==> src/rtl/lc3_mem_ctrl.sv <==
// LC-3 memory-interface stage: MAR/MDR, RAM read/write handshake sequencing,
// memory-mapped keyboard/display registers and the R access-complete pulse.
module lc3_mem_ctrl #(
   parameter int unsigned TIMEOUT = 16,
   parameter logic [15:0] IO_BASE = 16'hFE00
) (
   input  logic        CLK,
   input  logic        RESET_N,
   input  logic [15:0] BUS_IN,
   input  logic        LD_MAR,
   input  logic        LD_MDR,
   input  logic        MIO_EN,
   input  logic        R_W,
   output logic [15:0] MDR_OUT,
   output logic        R,
   output logic        MEM_ERR,
   output logic [15:0] RAM_ADDR,
   output logic [15:0] RAM_DIN,
   output logic        RAM_CS,
   output logic        RAM_WE,
   input  logic [15:0] RAM_DOUT,
   input  logic        RAM_READY,
   input  logic [7:0]  KB_DATA,
   input  logic        KB_STROBE,
   output logic        KB_INT,
   output logic [7:0]  DISP_DATA,
   output logic        DISP_VALID,
   input  logic        DISP_ACK
);

   localparam logic [15:0] KbsrAddr = IO_BASE;
   localparam logic [15:0] KbdrAddr = IO_BASE + 16'd2;
   localparam logic [15:0] DsrAddr  = IO_BASE + 16'd4;
   localparam logic [15:0] DdrAddr  = IO_BASE + 16'd6;
   localparam logic [15:0] LastCnt  = 16'(TIMEOUT - 1);

   typedef enum logic [2:0] {
      StIdle,
      StRdIssue,
      StRdWait,
      StWr,
      StIo,
      StDone
   } state_e;

   state_e      state_q, state_d;
   logic [15:0] mar_q, mar_d;
   logic [15:0] mdr_q, mdr_d;
   logic [7:0]  kbdr_q, kbdr_d;
   logic        kbsr15_q, kbsr15_d;
   logic        kbsr14_q, kbsr14_d;
   logic        dsr15_q, dsr15_d;
   logic [7:0]  disp_data_q, disp_data_d;
   logic        disp_valid_q, disp_valid_d;
   logic        err_q, err_d;
   logic        cs_q, cs_d;
   logic        we_q, we_d;
   logic        rw_q, rw_d;
   logic [15:0] cnt_q, cnt_d;

   always_ff @(posedge CLK or negedge RESET_N) begin
      if (!RESET_N) begin
         state_q      <= StIdle;
         mar_q        <= 16'h0000;
         mdr_q        <= 16'h0000;
         kbdr_q       <= 8'h00;
         kbsr15_q     <= 1'b0;
         kbsr14_q     <= 1'b0;
         dsr15_q      <= 1'b1;
         disp_data_q  <= 8'h00;
         disp_valid_q <= 1'b0;
         err_q        <= 1'b0;
         cs_q         <= 1'b0;
         we_q         <= 1'b0;
         rw_q         <= 1'b0;
         cnt_q        <= 16'h0000;
      end else begin
         state_q      <= state_d;
         mar_q        <= mar_d;
         mdr_q        <= mdr_d;
         kbdr_q       <= kbdr_d;
         kbsr15_q     <= kbsr15_d;
         kbsr14_q     <= kbsr14_d;
         dsr15_q      <= dsr15_d;
         disp_data_q  <= disp_data_d;
         disp_valid_q <= disp_valid_d;
         err_q        <= err_d;
         cs_q         <= cs_d;
         we_q         <= we_d;
         rw_q         <= rw_d;
         cnt_q        <= cnt_d;
      end
   end

   always_comb begin
      state_d      = state_q;
      mar_d        = mar_q;
      mdr_d        = mdr_q;
      kbdr_d       = kbdr_q;
      kbsr15_d     = kbsr15_q;
      kbsr14_d     = kbsr14_q;
      dsr15_d      = dsr15_q;
      disp_data_d  = disp_data_q;
      disp_valid_d = disp_valid_q;
      err_d        = err_q;
      cs_d         = cs_q;
      we_d         = we_q;
      rw_d         = rw_q;
      cnt_d        = cnt_q;

      if (DISP_ACK && disp_valid_q) begin
         disp_valid_d = 1'b0;
         dsr15_d      = 1'b1;
      end

      case (state_q)
         StIdle: begin
            if (LD_MAR) mar_d = BUS_IN;
            if (LD_MDR) mdr_d = BUS_IN;
            if (MIO_EN) begin
               rw_d = R_W;
               if (mar_q >= IO_BASE) begin
                  state_d = StIo;
               end else if (!R_W) begin
                  state_d = StRdIssue;
                  cs_d    = 1'b1;
                  we_d    = 1'b0;
               end else begin
                  state_d = StWr;
                  cs_d    = 1'b1;
                  we_d    = 1'b1;
               end
            end
         end
         // RAM_READY may still be high from the previous read; skip it here.
         StRdIssue: begin
            cnt_d   = 16'h0000;
            state_d = StRdWait;
         end
         StRdWait: begin
            if (RAM_READY) begin
               mdr_d   = RAM_DOUT;
               cs_d    = 1'b0;
               state_d = StDone;
            end else if (cnt_q == LastCnt) begin
               err_d   = 1'b1;
               cs_d    = 1'b0;
               state_d = StDone;
            end else begin
               cnt_d = cnt_q + 16'd1;
            end
         end
         StWr: begin
            cs_d    = 1'b0;
            we_d    = 1'b0;
            state_d = StDone;
         end
         StIo: begin
            if (rw_q) begin
               if (mar_q == KbsrAddr) begin
                  kbsr14_d = mdr_q[14];
               end else if (mar_q == DdrAddr) begin
                  disp_data_d  = mdr_q[7:0];
                  disp_valid_d = 1'b1;
                  dsr15_d      = 1'b0;
               end
            end else begin
               if (mar_q == KbsrAddr) begin
                  mdr_d = {kbsr15_q, kbsr14_q, 14'h0000};
               end else if (mar_q == KbdrAddr) begin
                  mdr_d    = {8'h00, kbdr_q};
                  kbsr15_d = 1'b0;
               end else if (mar_q == DsrAddr) begin
                  mdr_d = {dsr15_q, 15'h0000};
               end else begin
                  mdr_d = 16'h0000;
               end
            end
            state_d = StDone;
         end
         StDone: begin
            state_d = StIdle;
         end
         default: begin
            state_d = StIdle;
         end
      endcase

      // A new keystroke overrides the clear from a coincident KBDR read.
      if (KB_STROBE) begin
         kbdr_d   = KB_DATA;
         kbsr15_d = 1'b1;
      end
   end

   assign MDR_OUT    = mdr_q;
   assign R          = (state_q == StDone);
   assign MEM_ERR    = err_q;
   assign RAM_ADDR   = mar_q;
   assign RAM_DIN    = mdr_q;
   assign RAM_CS     = cs_q;
   assign RAM_WE     = we_q;
   assign KB_INT     = kbsr15_q & kbsr14_q;
   assign DISP_DATA  = disp_data_q;
   assign DISP_VALID = disp_valid_q;

endmodule

==> config.mk <==
export PLATFORM = sky130hd
export DESIGN_NAME = lc3_mem_ctrl
export DESIGN_NICKNAME = d
export VERILOG_FILES = /design/src/rtl/lc3_mem_ctrl.sv
export SDC_FILE = /design/constraint.sdc
export NUM_CORES = 1
export LEC_CHECK = 0
export CAP_MARGIN = 20
export CORE_ASPECT_RATIO = 1.5
export CORE_UTILIZATION = 50
export CTS_CLUSTER_SIZE = 30
export DETAILED_ROUTE_END_ITERATION = 12
export PLACE_DENSITY = 0.85
export SLEW_MARGIN = 20
export SYNTH_ARGS = -nofsm -noshare
export SYNTH_HDL_FRONTEND = slang
export SYNTH_SLANG_ARGS = --single-unit
==> constraint.sdc <==
create_clock -name CLK -period 4.8 [get_ports CLK]
set_input_delay 0.96 -clock CLK [delete_from_list [all_inputs] [get_ports CLK]]
set_output_delay 0.96 -clock CLK [all_outputs]
set_load 0.03 [all_outputs]
### After elaboration in Yosys (flattened, before gate mapping)

Cells that the tools add are included.

* flip-flop bits (word level): 75
* input bits: 49
* output and inout port bits: 62
* word-level logic and storage cells: 99

* add/sub/neg operators: 1
* magnitude comparators: 1
* eq/ne operators: 20
* muxes and demuxes: 40
* bitwise operators: 3
* reductions and logical operators: 20

Operators with widths (count)
* $mux W16: 8
* $eq A16 B16 Y1 const B: 4
* $pmux W16 S3: 1
* $pmux W16 S2: 1
* $mux W1: 22
* $ne A2 B2 Y1 const B: 9
* $add A16 B1 Y16 const B: 1
* $eq A16 B4 Y1 const B: 1
* $ge A16 B16 Y1 const B: 1
* $reduce_and A4 Y1: 4
* $mux W3: 4
* $pmux W3 S4: 1
* $reduce_and A3 Y1: 4
* $reduce_bool A2 Y1: 4
* $eq A3 B2 Y1 const B: 2
* $eq A3 B3 Y1 const B: 2
* $reduce_and A2 Y1: 3
* $reduce_bool A3 Y1: 2
* $eq A3 B1 Y1 const B: 1
* $logic_not A3 Y1: 1
* $ne A3 B3 Y1 const B: 1
* $pmux W1 S3: 1
* $mux W2: 1
* $not A1 Y1: 2
* 4 further kinds: 4

### Longest topological paths before layout

* depth in word-level cells: 6
* mapped depth: 7
* depth with buffers taken out: 6

### Worst setup path after synthesis

OpenSTA, ideal clock, no wires.

* kind: input to register
* from: in RAM_READY
* to: reg cnt_q[12]
* setup time: 132 ps
* arrival time: 2106 ps
* required time: 4668 ps
* slack: 2562 ps
* cell stages on the path: 5
* buffers on the path: 0
* path through: or3b_4 > a2111oi_4 > nand3_1 > xor2_1 > nor2_1

* longest elaborated chain between the ends: 2

RTL lines
* from (decl): line 22 `input logic RAM_READY,`
* $ne A2 B2 Y1 (no line)
* $reduce_and A3 Y1 (no line)
* to (signal assigned): line 91 `cnt_q <= cnt_d;`
* to (decl): line 59 `logic [15:0] cnt_q, cnt_d;`

Every way passes these cells.
A chain may end at the register's enable or synchronous reset.

### Worst setup path in the final report

* from: reg state_q[1]
* to: out R

* longest elaborated chain between the ends: 1

RTL lines
* from (decl): line 46 `state_e state_q, state_d;`
* from (signal assigned): line 63 `state_q <= StIdle;`
* from (signal assigned): line 78 `state_q <= state_d;`
* $eq A3 B3 Y1: line 197 `assign R = (state_q == StDone);`
* to (decl): line 15 `output logic R,`

Every way passes these cells.

==> flow_summary.yaml <==
run_status:
  outcome: "finished, final reports clean"
layout:
  area_growth_syn_to_layout_pct: 33.9
  insertedDiodeCount: 0
  final_util_pct: 69.9
  layout-drive-gt1-share_pct: 13.7
  fin_nets: 462
  finish.instance_area_um2: 4850
worst_setup_path:
  cp-endpoint: "R"
  worst-setup-path-type: "reg2out"
  required_ps: 3840
  critical_path.endpoint_type: "primary output"
  ff2ff_setup_slack_ps: 2420
  critical_path_arrival_ps: 2210
  worst_r2r_endpoint: "cnt_q[1]$_DFFE_PN0P_"
  startpoint_type: "register"
  crit_path_max_fanout: 20
  r2r_cells: 4
  reg2reg_from: "state_q[1]$_DFFE_PN0P_"
  cp-startpoint: "state_q[1]$_DFFE_PN0P_"
floorplanning:
  core.rowCount: 37
  design.core.area_um2: 6940
  die_w_um: 71.5
  io_pins: 111
  vertical_die_dimension_um: 106
  start_util_pct: 52.2
  fp.dieArea_um2: 7600
sta:
  setup_repair_after_global_routing_missed_its_margin: "false"
  timing_worst_slew_pin_value_ps: 911
  setup_viol_count_final: 0
  final.period_utilization_pct: 66.0
  clock-skew-final_ps: 8.80
  post-route-min-period_ps: 3170
  clock.fmax_mhz: 316
  setup_tns_ps: 0
  report.final.slew_viol_count: 0
  finalHoldViolations: 0
  maxSlewHeadroom_pct: 39.1
placement:
  placement.io_buffers: 110
  post_dp_cell_area_um2: 4620
  dp.final_hpwl_mm: 6.30
  gp_congestion: 0.805
power_and_ir_drop:
  netSwitchingPower_mw: 1.30
  internal_power_mw: 1.78
  comb_power_share_pct: 48.8
  power_switching_share_pct: 42.2
  power.static_leakage_nw: 2.06
  ir_drop_mv: 0.296
  seqPwrFrac_pct: 33.6
  p_clk_share_pct: 17.7
  power.density_nw_per_um2: 636
clock_tree:
  tritoncts: "yes"
  insertion_delay_ps: 350
  cts.path.max_buffers: 2
  library_cell_used_as_clock_root_buffer: "sky130_fd_sc_hd__clkbuf_8"
  htreeDepth: 3
  cts_inserted_buffers: 9
  post_cts_hold_buffer_count: 0
  post_cts_buffers: 0
  clk_pin_slew_ps: 70
  cts_num_sinks: 75
  post_cts.resized_instances: 0
logic_synthesis:
  post_synth_inst_count: 321
  synth_top_flop_cell: "sky130_fd_sc_hd__dfrtp_1"
  syn_nets: 371
  synth_top_area_share_pct: 51.1
  netlist_top_cells_area: "sky130_fd_sc_hd__dfrtp_1, sky130_fd_sc_hd__mux2_2, sky130_fd_sc_hd__nor2_1"
  postSynthRegisterBits: 75
  edff_count_synth: 0
  syn_avg_cell_area_um2: 11.3
  synthDominantAreaCellType: "sky130_fd_sc_hd__dfrtp_1"
  synth_sequential_area_ratio_pct: 51.8
  synth.distinct_cells: 47
  synth_async_sr_flop_share_pct: 100
  synth.cell_area_um2: 3620
  yosys_warnings: 0
drt:
  drtPass1Iterations: 6
  num_vias: 2814
  via_per_inst: 5.68
  route.detailed.wl_per_inst_um: 17.1
  post_detailed_route_count_of_antenna_violating_nets: 0
  detail_route.iter0.violations: 167
  detail_route.wirelength_mm: 8.48
  drt_drc_violations_left: 0
grt:
  first_global_vias: 2835
  grt_pass1_wl_mm: 14.0
  grt_remaining_overflow: 0
  total_track_usage_pct: 24.3
  grt_max_degree: 46
  grt_antenna_before_repair: 0
job:
  max_cap_viol: 0
worst_hold_path:
  min-delay-path-class: "reg2reg"
[state kept, by name, summed over array words and instances (netlist names)]
name,cells
MDR_OUT,16
RAM_ADDR,16
cnt_q,16
DISP_DATA,8
kbdr_q,8
state_q,3
DISP_VALID,1
MEM_ERR,1
RAM_CS,1
RAM_WE,1
dsr15_q,1
kbsr14_q,1
kbsr15_q,1
rw_q,1
[per-stage QoR]
stage                     hold WS (ps)  setup WS [ps]  total power, mW  instances
after CTS                          489           1620             3.11        495
after detailed placement           468           1840             2.56        479
after floorplan                    463           2560             2.04        321
after global placement             466           1930             2.52        479
final                              486           1630             3.09        495
after global routing               509           1490             3.26        495
[power groups by stage]
stage / Clock (mW) / Combinational, mW / Sequential (mW)
after global placement: 0 / 1.48 / 1.04
final: 0.545 / 1.51 / 1.04
after detailed placement: 0 / 1.51 / 1.05
after floorplan: 0 / 0.798 / 1.24
after CTS: 0.559 / 1.51 / 1.04
after global routing: 0.588 / 1.60 / 1.07
[Yosys cell counts (all sizes together) (5+ instances only)]
master	instances
and3	6
nor2	41
buf	25
dfrtp	74
clkbuf	7
nand3	11
a21oi	20
xor2	14
nor4	5
mux2	34
inv	5
a222oi	8
nand2	11
a22oi	7
nand4	8
[cell type report]
cell class	instances	area (um^2)
flip-flops and latches	75	1880
clock inverters	4	72.6
fillers	544	2090
repair buffers	112	1110
inverters	5	18.8
well taps	78	97.6
clock buffers	12	155
multi-input cells	209	1520
[layer usage]
metal | wire length [um] | up-vias | track usage (%)
li1 | - | 1326 | -
met3 | 515 | 18 | 6.54
met1 | 3310 | 1360 | 28.9
met4 | 206 | 0 | 9.52
met2 | 4450 | 110 | 41.4
met5 | 0 | - | 0
[worst max-delay path: stages (launching register included)]
cell                              delay [ps]
sky130_fd_sc_hd__dfrtp_1                 610
sky130_fd_sc_hd__nand2b_1                400
sky130_fd_sc_hd__nor2_1                  160
sky130_fd_sc_hd__clkdlybuf4s50_1         690
[cell families (layout without fill, tap and decap cells)]
kind of cell,count (synthesis),after routing,share of synthesized area [%]
multiplexers,37,37,11.4
flip-flops,75,75,51.8
XOR/XNOR,15,15,3.63
AND/OR/NAND/NOR,99,99,14.4
AO/OA/AOI/OAI,57,57,12.0
adder cells (fa/ha/maj),1,1,0.345
buffers and inverters,37,133,6.39
[worst min path at each step]
stage          slack, ps  depth (start not counted)                      from                  endpoint
2_1_floorplan        460                          1      kbsr15_q$_DFFE_PN0P_      kbsr15_q$_DFFE_PN0P_
3_3_place_gp         470                          1  DISP_DATA[1]$_DFFE_PN0P_  DISP_DATA[1]$_DFFE_PN0P_
3_5_place_dp         470                          2       MEM_ERR$_DFFE_PN0P_       MEM_ERR$_DFFE_PN0P_
4_1_cts              490                          2       MEM_ERR$_DFFE_PN0P_       MEM_ERR$_DFFE_PN0P_
5_1_grt              510                          1  DISP_DATA[3]$_DFFE_PN0P_  DISP_DATA[3]$_DFFE_PN0P_
6_report             490                          2       MEM_ERR$_DFFE_PN0P_       MEM_ERR$_DFFE_PN0P_
[placed cells by master (no fill, tap or decap), types with 4 or more instances in the layout]
cell,count
sky130_fd_sc_hd__a21oi_1,18
sky130_fd_sc_hd__a222oi_1,8
sky130_fd_sc_hd__a22o_1,4
sky130_fd_sc_hd__a22oi_1,7
sky130_fd_sc_hd__a31oi_1,4
sky130_fd_sc_hd__and3_1,6
sky130_fd_sc_hd__clkbuf_8,11
sky130_fd_sc_hd__clkdlybuf4s50_1,109
sky130_fd_sc_hd__dfrtp_1,74
sky130_fd_sc_hd__inv_1,5
sky130_fd_sc_hd__mux2_1,8
sky130_fd_sc_hd__mux2_2,26
sky130_fd_sc_hd__nand2_1,11
sky130_fd_sc_hd__nand2b_1,4
sky130_fd_sc_hd__nand3_1,11
sky130_fd_sc_hd__nand4_1,7
sky130_fd_sc_hd__nor2_1,40
sky130_fd_sc_hd__nor4_1,4
sky130_fd_sc_hd__xor2_1,14
No activity file was read; power rests on OpenSTA's default activity.
